### src/rtl/uart_boot_loader_pkg.sv
// Shared state encoding and default protocol bytes for the UART boot loader.
// No ports; imported by uart_boot_loader. CHK exists only with BOOT_CHECKSUM_EN.
package boot_pkg;

    localparam int LEN_BYTES = 4;

    localparam logic [7:0] ACK_BYTE_DEF = 8'hAA;
    localparam logic [7:0] NAK_BYTE_DEF = 8'hEE;

    typedef enum logic [2:0] {
        RECV_LEN  = 3'd0,
        RECV_WORD = 3'd1,
        WRITE     = 3'd2,
        ACK       = 3'd3,
        RUN       = 3'd4,
        ERROR     = 3'd5
`ifdef BOOT_CHECKSUM_EN
        ,
        CHK       = 3'd6
`endif
    } boot_state_t;

endpackage

### src/rtl/uart_boot_loader_rst_sync.sv
// Two-flop reset synchroniser: asserts asynchronously, releases on CLK.
// Ports: clk, rst_n (raw async reset in), rst_n_sync (conditioned reset out).
module rst_sync (
    input  logic clk,
    input  logic rst_n,
    output logic rst_n_sync
);

    logic meta;

    always_ff @(posedge clk or negedge rst_n) begin
        if (!rst_n) begin
            meta       <= 1'b0;
            rst_n_sync <= 1'b0;
        end else begin
            meta       <= 1'b1;
            rst_n_sync <= meta;
        end
    end

endmodule

### src/rtl/uart_boot_loader.sv
// Loads a length-prefixed program image from UART into instruction memory,
// answers ACK/NAK over UART, then releases the core through cpu_run.
// Ports: CLK, RST_N (async active-low); reload restarts the load;
//   rx_valid/rx_data byte in; tx_valid/tx_ready/tx_data byte out;
//   imem_we/imem_addr/imem_wdata memory write; cpu_run, err, status LEDs.
// Build option BOOT_CHECKSUM_EN: a trailing XOR checksum byte is verified.
import boot_pkg::*;

module uart_boot_loader #(
    parameter int         INST_MEM_WIDTH = 15,
    parameter int         WORD_BYTES     = 4,
    parameter logic [7:0] ACK_BYTE       = ACK_BYTE_DEF,
    parameter logic [7:0] NAK_BYTE       = NAK_BYTE_DEF
) (
    input  logic                      CLK,
    input  logic                      RST_N,
    input  logic                      reload,
    input  logic                      rx_valid,
    input  logic [7:0]                rx_data,
    input  logic                      tx_ready,
    output logic                      tx_valid,
    output logic [7:0]                tx_data,
    output logic                      imem_we,
    output logic [INST_MEM_WIDTH-1:0] imem_addr,
    output logic [8*WORD_BYTES-1:0]   imem_wdata,
    output logic                      cpu_run,
    output logic                      err,
    output logic [7:0]                status
);

    localparam int WW   = 8 * WORD_BYTES;
    localparam int IDXW = INST_MEM_WIDTH + 1;

    localparam logic [32:0] CAP = 33'd1 << INST_MEM_WIDTH;

`ifdef BOOT_CHECKSUM_EN
    localparam boot_state_t AFTER_DATA = CHK;
`else
    localparam boot_state_t AFTER_DATA = ACK;
`endif

    logic rst_n_s;

    rst_sync u_rst_sync (
        .clk        (CLK),
        .rst_n      (RST_N),
        .rst_n_sync (rst_n_s)
    );

    boot_state_t     state, state_d;
    logic [31:0]     length, length_d;
    logic [WW-1:0]   word, word_d;
    logic [7:0]      byte_cnt, byte_cnt_d;
    logic [IDXW-1:0] word_idx, word_idx_d;
    logic            nak_done, nak_done_d;

    logic [31:0]     len_sh;
    logic [WW-1:0]   word_sh;
    logic            last_word;

`ifdef BOOT_CHECKSUM_EN
    logic [7:0] csum, csum_d;
    logic [7:0] chk_rx, chk_rx_d;
    logic       chk_have, chk_have_d;
    logic [7:0] chk_byte;
`endif

    always_ff @(posedge CLK or negedge rst_n_s) begin
        if (!rst_n_s) begin
            state    <= RECV_LEN;
            length   <= '0;
            word     <= '0;
            byte_cnt <= '0;
            word_idx <= '0;
            nak_done <= 1'b0;
`ifdef BOOT_CHECKSUM_EN
            csum     <= '0;
            chk_rx   <= '0;
            chk_have <= 1'b0;
`endif
        end else begin
            state    <= state_d;
            length   <= length_d;
            word     <= word_d;
            byte_cnt <= byte_cnt_d;
            word_idx <= word_idx_d;
            nak_done <= nak_done_d;
`ifdef BOOT_CHECKSUM_EN
            csum     <= csum_d;
            chk_rx   <= chk_rx_d;
            chk_have <= chk_have_d;
`endif
        end
    end

    always_comb begin
        state_d    = state;
        length_d   = length;
        word_d     = word;
        byte_cnt_d = byte_cnt;
        word_idx_d = word_idx;
        nak_done_d = nak_done;

        // Both length and words arrive LSB first, so shift in from the top.
        len_sh    = {rx_data, length[31:8]};
        word_sh   = (WW'(rx_data) << (WW - 8)) | (word >> 8);
        last_word = (32'(word_idx) == length - 32'd1);

        imem_we  = 1'b0;
        tx_valid = 1'b0;
        tx_data  = 8'h00;
        cpu_run  = 1'b0;
        err      = 1'b0;

`ifdef BOOT_CHECKSUM_EN
        csum_d     = csum;
        chk_rx_d   = chk_rx;
        chk_have_d = chk_have;
        chk_byte   = chk_have ? chk_rx : rx_data;
        if (rx_valid && (state == RECV_LEN || state == RECV_WORD ||
                         (state == WRITE && !last_word))) begin
            csum_d = csum ^ rx_data;
        end
`endif

        unique case (state)
            RECV_LEN: begin
                if (rx_valid) begin
                    length_d = len_sh;
                    if (byte_cnt == 8'(LEN_BYTES - 1)) begin
                        byte_cnt_d = '0;
                        if (len_sh == 32'd0) begin
                            state_d = AFTER_DATA;
                        end else if ({1'b0, len_sh} > CAP) begin
                            state_d = ERROR;
                        end else begin
                            state_d = RECV_WORD;
                        end
                    end else begin
                        byte_cnt_d = byte_cnt + 8'd1;
                    end
                end
            end

            RECV_WORD: begin
                if (rx_valid) begin
                    word_d = word_sh;
                    if (byte_cnt == 8'(WORD_BYTES - 1)) begin
                        byte_cnt_d = '0;
                        state_d    = WRITE;
                    end else begin
                        byte_cnt_d = byte_cnt + 8'd1;
                    end
                end
            end

            WRITE: begin
                imem_we    = 1'b1;
                word_idx_d = word_idx + IDXW'(1);
                if (last_word) begin
                    state_d = AFTER_DATA;
`ifdef BOOT_CHECKSUM_EN
                    // Checksum byte may land while the last word is written.
                    if (rx_valid) begin
                        chk_rx_d   = rx_data;
                        chk_have_d = 1'b1;
                    end
`endif
                end else begin
                    state_d = RECV_WORD;
                    // A byte arriving here opens the next word.
                    if (rx_valid) begin
                        word_d     = word_sh;
                        byte_cnt_d = 8'd1;
                        if (WORD_BYTES == 1) begin
                            byte_cnt_d = '0;
                            state_d    = WRITE;
                        end
                    end
                end
            end

`ifdef BOOT_CHECKSUM_EN
            CHK: begin
                if (chk_have || rx_valid) begin
                    chk_have_d = 1'b0;
                    state_d    = (chk_byte == csum) ? ACK : ERROR;
                end
            end
`endif

            ACK: begin
                tx_valid = 1'b1;
                tx_data  = ACK_BYTE;
                if (tx_ready) begin
                    state_d = RUN;
                end
            end

            RUN: begin
                cpu_run = 1'b1;
            end

            ERROR: begin
                err = 1'b1;
                if (!nak_done) begin
                    tx_valid = 1'b1;
                    tx_data  = NAK_BYTE;
                    if (tx_ready) begin
                        nak_done_d = 1'b1;
                    end
                end
            end

            default: begin
                state_d = RECV_LEN;
            end
        endcase

        // Reload wins over everything, including a same-cycle rx byte.
        if (reload) begin
            state_d    = RECV_LEN;
            length_d   = '0;
            byte_cnt_d = '0;
            word_idx_d = '0;
            nak_done_d = 1'b0;
`ifdef BOOT_CHECKSUM_EN
            csum_d     = '0;
            chk_have_d = 1'b0;
`endif
        end
    end

    assign imem_addr  = word_idx[INST_MEM_WIDTH-1:0];
    assign imem_wdata = word;
    assign status     = {state, err, cpu_run, word_idx[2:0]};

endmodule

### config.mk
export PLATFORM = sky130hd
export DESIGN_NAME = uart_boot_loader
export DESIGN_NICKNAME = d
export VERILOG_FILES = /design/src/rtl/uart_boot_loader_pkg.sv /design/src/rtl/uart_boot_loader_rst_sync.sv /design/src/rtl/uart_boot_loader.sv
export SDC_FILE = /design/constraint.sdc
export NUM_CORES = 1
export LEC_CHECK = 0
export CORE_MARGIN = 2
export CORE_UTILIZATION = 41
export DETAILED_ROUTE_END_ITERATION = 8
export GPL_ROUTABILITY_DRIVEN = 1
export GPL_TIMING_DRIVEN = 0
export PLACE_DENSITY_LB_ADDON = 0.3
export RECOVER_POWER = 100
export SETUP_SLACK_MARGIN = 0.1
export SLEW_MARGIN = 0
export SYNTH_ARGS = -nofsm -noshare
export SYNTH_HDL_FRONTEND = slang
export SYNTH_SLANG_ARGS = --single-unit
export TNS_END_PERCENT = 20
### constraint.sdc
create_clock -name CLK -period 3.7 [get_ports CLK]
set_input_delay 0.555 -clock CLK [delete_from_list [all_inputs] [get_ports CLK]]
set_output_delay 0.555 -clock CLK [all_outputs]
set_load 0.03 [all_outputs]
==> results.yml <==
placement:
  gp_congestion: 0.881
  placed_cells: 962
  portBuffers: 76
  dp_hpwl_um: 12200
cells_and_area:
  drive_above_1_share: 0.123
  layout_common_cells: "nand2_1, dfrtp_1, a21oi_1"
  stdcell_count: 987
  final_nets: 814
  layout_commonest_cell: "nand2_1"
  synthToLayoutAreaGrowth_pct: 24.0
  antennaDiodeCount: 0
pwr:
  intPower_w: 0.00170
  peakVddDrop_uv: 213
  switching_share: 0.266
  power.switching_w: 0.000618
  p_leak_nw: 3.36
  p_seq_frac: 0.465
  p_per_area_nw_per_um2: 309
  combPwrFrac: 0.116
  clockPowerShare: 0.419
worst_hold_path:
  hold_path.class: "flop to flop"
  min_path_cells: 0
  hp-start: "u_rst_sync.meta"
  whs_endpoint: "u_rst_sync.rst_n_sync"
grt:
  grt_antenna_before_repair: 0
  grt.overflow.total: 0
  grt_pass1_vias: 5524
  grt_max_degree: 53
  grtUsageTotal: 0.221
  grt_pass1_wl_um: 28400
synthesis:
  synth-compound-area-share: 0.187
  yosysSeqAreaShare: 0.388
  synth_cell_types: 60
  ys.flop_type: "dfrtp_1"
  yosys.area_share.adder: 0.00619
  synth_top_family_by_area: "simple AND/OR/NAND/NOR gates"
  yosys.area_share.xor_xnor: 0.0405
  synthSimpleGateAreaFrac: 0.232
  synthMuxAreaShare: 0.0702
  synth_area_leaders: "dfrtp_1, nand2_1, a21oi_1"
  synth_top_cell_by_area: "dfrtp_1"
  yosys_warnings: 0
  synth_area_um2: 6060
  synth_top_area_frac: 0.388
  synthCells: 700
  synth-edff-count: 0
  ys_seq_elements: 94
  avgSynthCellArea_um2: 8.66
  synthArstFlopShare: 1.00
sta:
  finalCritPeriodShare: 0.973
  tightest_slew_ns: 1.68
  skew_ns: 0.0129
  rsz0062_at_grt: "true"
  fmax_ghz: 0.278
  hold_violations: 0
  slew_headroom: -0.120
  setup_violations: 0
  setup_tns_ns: 0
  finalCriticalPeriod_ns: 3.60
  drv_slew: 42
setup_path:
  crit_type: "flop to flop"
  cp_max_fo: 5
  crit_start: "length[0]"
  cp-start-kind: "flop"
  worst_setup_path_end_kind: "flop"
  timing.critical_path.required_ns: 3.94
  r2r_cells: 12
  r2r-end: "imem_wdata[29]"
  rrSetupSlack_ns: 0.1
  timing.rr.start: "length[0]"
  worstPathArrival_ns: 3.84
route:
  drt_wl_total_um: 17800
  vias: 5827
  firstDrtPassIters: 5
  via_per_inst: 5.90
  ant_nets: 0
  drtIter0Drc: 436
  wire_per_inst_um: 18.0
  route.detailed.drc: 0
clocking:
  cts.sinks: 94
  clk_pin_slew_ns: 0.07
  h-tree-depth: 3
  clock-root-buffer: "clkbuf_16"
  numCtsBuffers: 9
  clock_path_buffers: 2
  cts_tree: "built"
  insertion_delay_ns: 0.36
floorplan:
  start_util: 0.419
  rows: 44
  ios: 80
  die_area_um2: 15800
  die-height_um: 126
  chipWidth_um: 126
  core-area_um2: 14500
outcome:
  outcome: "finished with violations"
  failed_checks: "capacitance limit, slew limit"
run:
  maxCapViolCount: 1
-- flip-flops by register name, indices dropped and copies added (netlist names) --
register               count
nak_done                   1
byte_cnt                   8
u_rst_sync.rst_n_sync      1
word_idx                  16
imem_wdata                32
length                    32
state                      3
u_rst_sync.meta            1
-- logic make-up (layout without fill, tap and decap cells) --
family / count (synthesis) / count (layout)
and+or+nand+nor: 285 / 285
adders and majority gates: 3 / 3
muxes: 33 / 33
AOI/OAI and AO/OA: 172 / 172
other: 2 / 3
buffers and inverters: 83 / 185
xor gates and xnor gates: 28 / 28
DFF: 94 / 94
-- synth_stat cells (all sizes together), types with 3 or more instances --
cell	n
or4	8
mux2	22
nand3	15
nand2b	36
o31ai	6
nand2	106
xor2	17
nand3b	3
a31oi	5
inv	10
buf	39
o21ai	30
mux2i	11
nor3	17
and3	9
nor2	53
or3	6
o221a	22
nor2b	4
dfrtp	94
ha	3
and4	4
nor4	12
clkbuf	34
xnor2	11
nand4	6
o22ai	25
a21oi	62
-- what timing repair did --
action	in CTS	in global routing
pin swaps	3	7
setup buffers	6	2
endpoints found under the hold margin	0	0
gates cloned	0	2
setup endpoints to repair	37	40
resized for setup	13	14
hold buffers	0	0
-- worst max-delay path, stage by stage (launching register included) --
cell      delay, ns
dfrtp_2        0.41
inv_2          0.05
ha_1           0.15
or4b_4         0.49
or4_4          0.55
o21ai_2        0.12
o211ai_1       0.11
or4_4          0.52
o21a_1         0.22
buf_6          0.14
buf_2          0.19
mux2_4         0.31
o221a_1        0.22
-- power by group through the flow --
stage	combinational [W]	clock, W	sequential [W]
floorplan	0.000160	0	0.00111
global placement	0.000240	0	0.00111
detailed placement	0.000263	0	0.00110
CTS	0.000269	0.000981	0.00108
global route	0.000295	0.00102	0.00108
finish	0.000271	0.000972	0.00108
-- routing by layer --
| layer | routed length, um | track usage | part of all wire |
|---|---|---|---|
| met1 | 7760 | 0.297 | 0.44 |
| met2 | 8540 | 0.357 | 0.48 |
| met3 | 1070 | 0.0458 | 0.060 |
| met4 | 406 | 0.0719 | 0.023 |
| met5 | 0 | 0 | 0 |
-- final cells by class --
type                            count  area, um2
Multi-Input combinational cell    524       3310
Fill cell                        1340       6970
Tap cell                          184        230
Buffer                             72        420
Clock inverter                      4       45.0
Inverter                           10       37.5
Sequential cell                    94       2350
Clock buffer                       12        256
Timing Repair Buffer               87        856
-- through the flow --
step	hold WS, ns	total power [W]	worst slack, ns	instance area (um2)	utilization
2_1_floorplan	0.259	0.00127	0.217	6060	-
3_3_place_gp	0.337	0.00135	-0.236	7050	0.487
3_5_place_dp	0.336	0.00136	-0.108	7090	0.489
4_1_cts	0.351	0.00233	0.0314	7490	0.517
5_1_grt	0.355	0.00240	0.0107	7510	0.519
6_report	0.348	0.00232	0.0983	7510	0.519
-- worst max path at each step --
stage	endpoint	slack, ns
after floorplan	imem_wdata[26]	0.22
after global placement	length[20]	-0.24
after detailed placement	imem_wdata[13]	-0.11
after CTS	imem_wdata[27]	0.03
after global routing	imem_wdata[5]	0.01
final	imem_wdata[29]	0.1
No activity file was read; power rests on OpenSTA's default activity.
